===== src/rtl/if_stage.sv =====
// Instruction-fetch stage: PC register, next-PC select and IF/ID pipeline register.
// Optional fetch/stall performance counters are enabled by defining IF_PERF_CNT_EN.
module if_stage #(
   parameter logic [31:0] RESET_PC = 32'h0000_0000,
   parameter logic [31:0] NOP_WORD = 32'h0000_0000
) (
   input  logic        clk,
   input  logic        Reset,
   input  logic        Stall,
   input  logic        Flush,
   input  logic        BranchTaken,
   input  logic [31:0] BranchTarget,
   input  logic        Jump,
   input  logic [25:0] JumpAddr,
   input  logic [31:0] Instr,
   output logic [7:0]  ImAdr,
   output logic [31:0] PC,
   output logic [31:0] IfId_Instr,
   output logic [31:0] IfId_Pc4,
   output logic        IfId_Valid
`ifdef IF_PERF_CNT_EN
   ,
   output logic [31:0] FetchCnt,
   output logic [31:0] StallCnt
`endif
);

   logic [31:0] pc_q, pc_d;
   logic [31:0] pc_plus4;
   logic [31:0] ifid_instr_q, ifid_instr_d;
   logic [31:0] ifid_pc4_q, ifid_pc4_d;
   logic        ifid_valid_q, ifid_valid_d;
   logic        redirect;
   logic        bubble;
   logic        load;
   logic        unused_target_bits;

   assign unused_target_bits = ^BranchTarget[1:0];

   always_comb begin
      pc_plus4 = pc_q + 32'd4;
      redirect = BranchTaken | Jump;
      // A stalled redirect is dropped; the decode stage re-presents it next cycle.
      bubble   = Flush | (redirect & ~Stall);
      load     = ~bubble & ~Stall;

      pc_d = pc_plus4;
      if (Stall)
         pc_d = pc_q;
      else if (BranchTaken)
         pc_d = {BranchTarget[31:2], 2'b00};
      else if (Jump)
         pc_d = {ifid_pc4_q[31:28], JumpAddr, 2'b00};

      ifid_instr_d = ifid_instr_q;
      ifid_pc4_d   = ifid_pc4_q;
      ifid_valid_d = ifid_valid_q;
      if (bubble) begin
         ifid_instr_d = NOP_WORD;
         ifid_pc4_d   = '0;
         ifid_valid_d = 1'b0;
      end else if (load) begin
         ifid_instr_d = Instr;
         ifid_pc4_d   = pc_plus4;
         ifid_valid_d = 1'b1;
      end
   end

   always_ff @(posedge clk) begin
      if (Reset) begin
         pc_q         <= RESET_PC;
         ifid_instr_q <= NOP_WORD;
         ifid_pc4_q   <= '0;
         ifid_valid_q <= 1'b0;
      end else begin
         pc_q         <= pc_d;
         ifid_instr_q <= ifid_instr_d;
         ifid_pc4_q   <= ifid_pc4_d;
         ifid_valid_q <= ifid_valid_d;
      end
   end

   assign ImAdr      = pc_q[9:2];
   assign PC         = pc_q;
   assign IfId_Instr = ifid_instr_q;
   assign IfId_Pc4   = ifid_pc4_q;
   assign IfId_Valid = ifid_valid_q;

`ifdef IF_PERF_CNT_EN
   logic [31:0] fetch_cnt_q, fetch_cnt_d;
   logic [31:0] stall_cnt_q, stall_cnt_d;

   always_comb begin
      fetch_cnt_d = fetch_cnt_q + {31'd0, load};
      stall_cnt_d = stall_cnt_q + {31'd0, Stall};
   end

   always_ff @(posedge clk) begin
      if (Reset) begin
         fetch_cnt_q <= '0;
         stall_cnt_q <= '0;
      end else begin
         fetch_cnt_q <= fetch_cnt_d;
         stall_cnt_q <= stall_cnt_d;
      end
   end

   assign FetchCnt = fetch_cnt_q;
   assign StallCnt = stall_cnt_q;
`endif

endmodule


===== config.mk =====
export PLATFORM = sky130hd
export DESIGN_NAME = if_stage
export DESIGN_NICKNAME = d
export VERILOG_FILES = /design/src/rtl/if_stage.sv
export SDC_FILE = /design/constraint.sdc
export NUM_CORES = 1
export LEC_CHECK = 0
export CORE_ASPECT_RATIO = 0.9
export CORE_UTILIZATION = 45
export CTS_BUF_LIST = sky130_fd_sc_hd__clkbuf_4
export DETAILED_ROUTE_END_ITERATION = 8
export DONT_BUFFER_PORTS = 1
export PLACE_DENSITY = 0.62
export SKIP_CTS_REPAIR_TIMING = 1
export SLEW_MARGIN = 20
export SYNTH_ARGS = -nofsm -noshare
export SYNTH_HDL_FRONTEND = slang
export SYNTH_SLANG_ARGS = --single-unit

===== constraint.sdc =====
create_clock -name clk -period 3.42 [get_ports clk]
set_input_delay 0.684 -clock clk [delete_from_list [all_inputs] [get_ports clk]]
set_output_delay 0.684 -clock clk [all_outputs]
set_load 0.02 [all_outputs]

; ---- Yosys cells after proc, flatten, opt, wreduce, memory -nomap -nowiden
; Index checks and enable logic that the tools add are counted.
[word_totals]
input_bits = 96
register_bits = 97
word_cells = 14
[classes]
n_reduce_logical = 1
n_mux = 2
n_addsub = 1
bitwise_logic = 6
[ops]
columns = operator, count
row1 = $mux 32, 2
row2 = $add 32x3->32 const B, 1
row3 = $and 1x1->1, 2
row4 = $not 1->1, 2
row5 = $or 1x1->1, 2
row6 = $reduce_or 2->1, 1

; ---- Longest topological paths before layout
[depth]
ltp_word = 5
mapped_depth = 7
mapped_depth_nobuf = 6

; ---- Least setup slack after synthesis
; Ideal clock, no wire load.
[synth_timing]
path_type = reg-to-reg
startpoint = reg pc_q[2], in the netlist PC[2]
endpoint = reg pc_q[24], in the netlist PC[24]
setup_slack_ns = 1.367
synth_period_minus_slack_ns = 2.053
arrival_ns = 1.978
path_stages_with_launch = 7
t_required_ns = 3.345
path_cell_list = dfxtp_1 ha_1 nand3_2 nor4_4 nand3_1 o32a_1 o22ai_1
[synth_via]
elab_chain_cells = 3
[synth_rtl]
columns = item, line_no
row1 = from (decl), 28  ; logic [31:0] pc_q, pc_d;
row2 = from (signal assigned), 76  ; pc_q <= pc_d;
row3 = $add 32x3->32, 41  ; pc_plus4 = pc_q + 32'd4;
row4 = $mux 32, 52  ; else if (Jump)
row5 = $mux 32, 50  ; else if (BranchTaken)
; Every way passes these cells.
; A chain may end at the register's enable or synchronous reset.

; ---- Worst setup path after layout
[layout_timing]
startpoint = reg pc_q[3], in the netlist PC[3]
endpoint = reg pc_q[24], in the netlist PC[24]
; The elaborated chain is that of the path after synthesis.

==> metrics list <==
- The run finished with clean final reports.
- Fraction of the cycle the final worst path needs: about three quarters
- The min-delay analysis places its worst path in the category input port to register.
* Routed wire length: approximately 13000 um
- Max-cap violations: 0
* Part of the power in registers: 55.2%
* Peak fanout along the critical path: 7
- Worst hold path startpoint: Reset
* Via total after detailed routing: just over 4000
- Switching power: approximately 660 uW
- The first global-routing pass estimated just over 20000 um of wire.
- Number of rows created at floorplan: 34
* Sinks on Clock Net: between 90 and 100
- Number of vias per cell: slightly above 6
- Source-to-sink clock delay at the later pin of the worst-skew pair: between 400 and 500 ps
* Startpoint-to-endpoint class of the critical path: register to register
- During placement, the flow inserted port buffers numbering 0.
- After synthesis, flip-flops and latches occupy about two fifths of the total area.
- On the final layout, the worst hold slack is approximately 290 ps.
- Vias in the first global route: approximately 3800
* Number of antenna violations at the first check in global routing: 0
- The H-tree was split into 3 levels.
* Area growth from synthesis to final layout: 5.191%
* Most common flop cell mapped by yosys: dfxtp_1
- R2r worst-path depth: 6
* Shortest period the worst path allows: 2566 ps
* Total core area: about 9800 sq um
- Combinational logic is responsible for a little over a tenth of the overall power.
- Power per unit of standard cell area: about 470 nW/um^2
* Worst endpoint data arrival time: 2930 ps
* Largest voltage drop on the vdd net: around 310 uV
- For this configuration, the core starts out at a cell density of a little under half.
- The share of total power dissipated in the clock network is ~34%.
- Async set or reset register ratio after synthesis: 0%
- Number of warnings reported in the yosys synthesis log: 0
- Finish-stage setup viols: 0
* Die Outline Area: 10580 sq um
* Drc violations: 0
- Worst reg2reg path startpoint: PC[3]
* Antenna diodes: 0
* Die extent in x: about 110 um
- Final net count: between 600 and 700
* TritonCTS clock tree: yes
* R2r setup slk: 850 ps
- Unrepaired setup endpoints after global routing: false
- In this run, synthesis inferred 0 flip-flops with an integrated enable.
- The path with the worst hold slack has its endpoint at PC[11].
- Dividing the synthesized area by the synthesized cell count gives ~8.4 sq um.
- Detail Route Antenna Nets: 0
- Detailed-placement wirelength estimate: 8961 um
* Setup clock skew after layout: ~20 ps
- Global routing finished with a remaining overflow of 0.
- Measured against its own limit, the worst slew margin works out to a little under two fifths.
* Initial DRC Count: between 300 and 400
- Critical Path Source: PC[3]
* Leakage power of the design: around 0.0017 uW
- STA classifies the critical path startpoint as a register.
- Clock root cell: clkbuf_4
- Clock buffers created by TritonCTS: 9
- Hold Fails Final Rpt: 0
- Derived from the worst setup path, the maximum achievable clock frequency is a little under 0.4 GHz.
* Sum Neg Setup Slack: 0 ps
- Area of all placed cells without fillers: about 4800 sq um
- Maximum buffer depth of the clock tree: 2
- The post-route netlist has approximately a tenth of its cells at a drive strength greater than 1.
* Endpoint kind of the worst setup timing path: register
- Internal power comes to about 1600 uW.
- The netlist uses 58 different library cells.
- Cell count after synthesis: between 500 and 600
- Cells on Worst Hold Path: 1
* Boundary Pins: 201
- Required @ worst endpoint: roughly 3800 ps
* Routability Congestion: 0.8142
- After clock tree synthesis, the clock-pin slew on the worst setup and hold paths is approximately 150 ps.
* GRT Total Usage: 25.01%
- The first detailed-routing pass ran for 4 iterations.
- Entering global routing, the biggest net connects 63 pins.
- Net switching is 28.89% of the power.
- Average detailed-routed wire length per instance: between 15 and 20 um
- Netlist area before placement: around 4600 sq um
* Slew at the pin closest to its max-slew limit: approximately 920 ps
- Flop and latch count out of synthesis: 93
- Post-Place Cell Area: roughly 4600 sq um
- Die H: ~98 um
- Terminus of the critical flop-to-flop path: PC[24]
- The max-slew violation count was 0.
-- layout make-up --
cell class | instances | area [sq um]
clock inverter | 7 | 121.4
inverter | 37 | 138.9
tap | 126 | 157.7
sequential | 93 | 1862
fill | 969 | 4967
clock buffer | 9 | 67.56
timing repair buffer | 14 | 117.6
multi-input combinational | 365 | 2352
-- layout by cell type, fill, tap and decap left out, drive strengths merged, types with 2 or more instances in the layout --
cell | synthesis | final
dfxtp | 93 | 93
nor2 | 55 | 55
o22ai | 39 | 39
inv | 35 | 37
a21oi | 34 | 34
nand2 | 34 | 34
o21ai | 30 | 30
a221oi | 29 | 29
xor2 | 17 | 17
nand3 | 17 | 17
buf | 18 | 14
xnor2 | 11 | 11
clkbuf | 37 | 9
nand4 | 9 | 9
a22oi | 8 | 8
nor3 | 8 | 8
nor4 | 6 | 6
and3 | 5 | 5
a211oi | 5 | 5
mux2i | 5 | 5
o31ai | 4 | 4
a22o | 4 | 4
o32a | 4 | 4
o221a | 4 | 4
conb | 1 | 4
clkinv | 2 | 4
o21a | 3 | 3
a31oi | 3 | 3
o211a | 3 | 3
o211ai | 3 | 3
bufinv | 0 | 3
and4 | 2 | 2
nor2b | 2 | 2
a21o | 2 | 2
a222oi | 2 | 2
-- cell families after synthesis --
logic type / share of synthesized area (%)
other: 0.08189
flip-flops: 40.66
XOR/XNOR: 5.355
adder cells (fa/ha/maj): 0.2732
multiplexers: 1.339
buffers and inverters: 8.634
AO/OA/AOI/OAI: 27.68
AND/OR/NAND/NOR: 15.98
-- cells in the mapped netlist, types with 2 or more instances --
cell type	n	area (sq um)
o31ai_1	4	30.03
nand2_1	33	123.9
buf_4	12	90.09
o32a_1	4	40.04
o211a_1	3	30.03
mux2i_1	5	50.05
nor2_1	55	206.5
o21ai_0	28	140.1
a221oi_1	27	236.5
a31oi_1	3	18.77
xor2_1	17	148.9
o22ai_1	39	244.0
nand3_2	2	20.02
nand4_2	2	25.02
a211oi_1	5	37.54
nor2b_1	2	12.51
a21oi_1	34	170.2
nand4_1	6	37.54
nor4_4	2	42.54
a222oi_1	2	20.02
a21o_1	2	15.01
o21a_1	3	22.52
and3_1	5	31.28
nand3_1	15	75.07
o211ai_1	3	22.52
nor4_1	4	25.02
nor3_1	5	25.02
a22oi_1	8	60.06
and4_1	2	17.52
clkbuf_1	37	138.9
buf_1	2	7.510
a221oi_2	2	30.03
o21ai_1	2	10.01
nor3_2	2	20.02
dfxtp_1	93	1862
a22o_1	4	35.03
buf_2	4	20.02
inv_1	35	131.4
xnor2_1	11	96.34
clkinv_1	2	7.510
o221a_2	4	45.04
-- layer usage --
layer  part of all wire [%]  global-route usage, %  vias up
met5                      0                      0        -
li1                       -                      -     1932
met4                   0.93                  7.173        0
met1                     42                  31.35     1929
met2                     50                  41.45      170
met3                    7.2                  7.311        9
-- power groups by stage --
stage,combinational [uW],clock (uW),sequential [uW]
after detailed placement,249,0,1280
after floorplan,221,0,1270
after global placement,241,0,1280
after global routing,277,826,1260
final,250,767,1250
after CTS,249,782,1250
-- worst max-delay path, stage by stage (launching register included) --
cell	delay (ps)
dfxtp_1	700
ha_1	310
nand3_2	250
nor4_4	510
nand3_1	220
o32a_1	370
o22ai_1	130
-- how the worst max path moves through the flow --
stage                              end  slack [ps]  depth (start not counted)
final                           PC[24]         850                          6
after global routing            PC[24]         640                          6
after global placement    IfId_Pc4[31]         920                          5
after CTS                 IfId_Pc4[31]         830                          5
after floorplan                 PC[24]        1370                          6
after detailed placement  IfId_Pc4[31]         860                          5
-- sequential cells by signal, summed over array words and instances, names as in the netlist --
name and flops:
IfId_Valid 1, IfId_Pc4 30, PC 30, IfId_Instr 32
-- metrics by stage --
step	util (%)	setup slack [ps]	power (uW)	instances
after global placement	47.29	918.1	1517	635
after CTS	49.22	831.0	2285	651
final	49.23	853.7	2270	651
after floorplan	-	1367	1488	550
after global routing	49.23	637.2	2366	651
after detailed placement	47.29	863.5	1526	635
No activity file was read; power rests on OpenSTA's default activity.
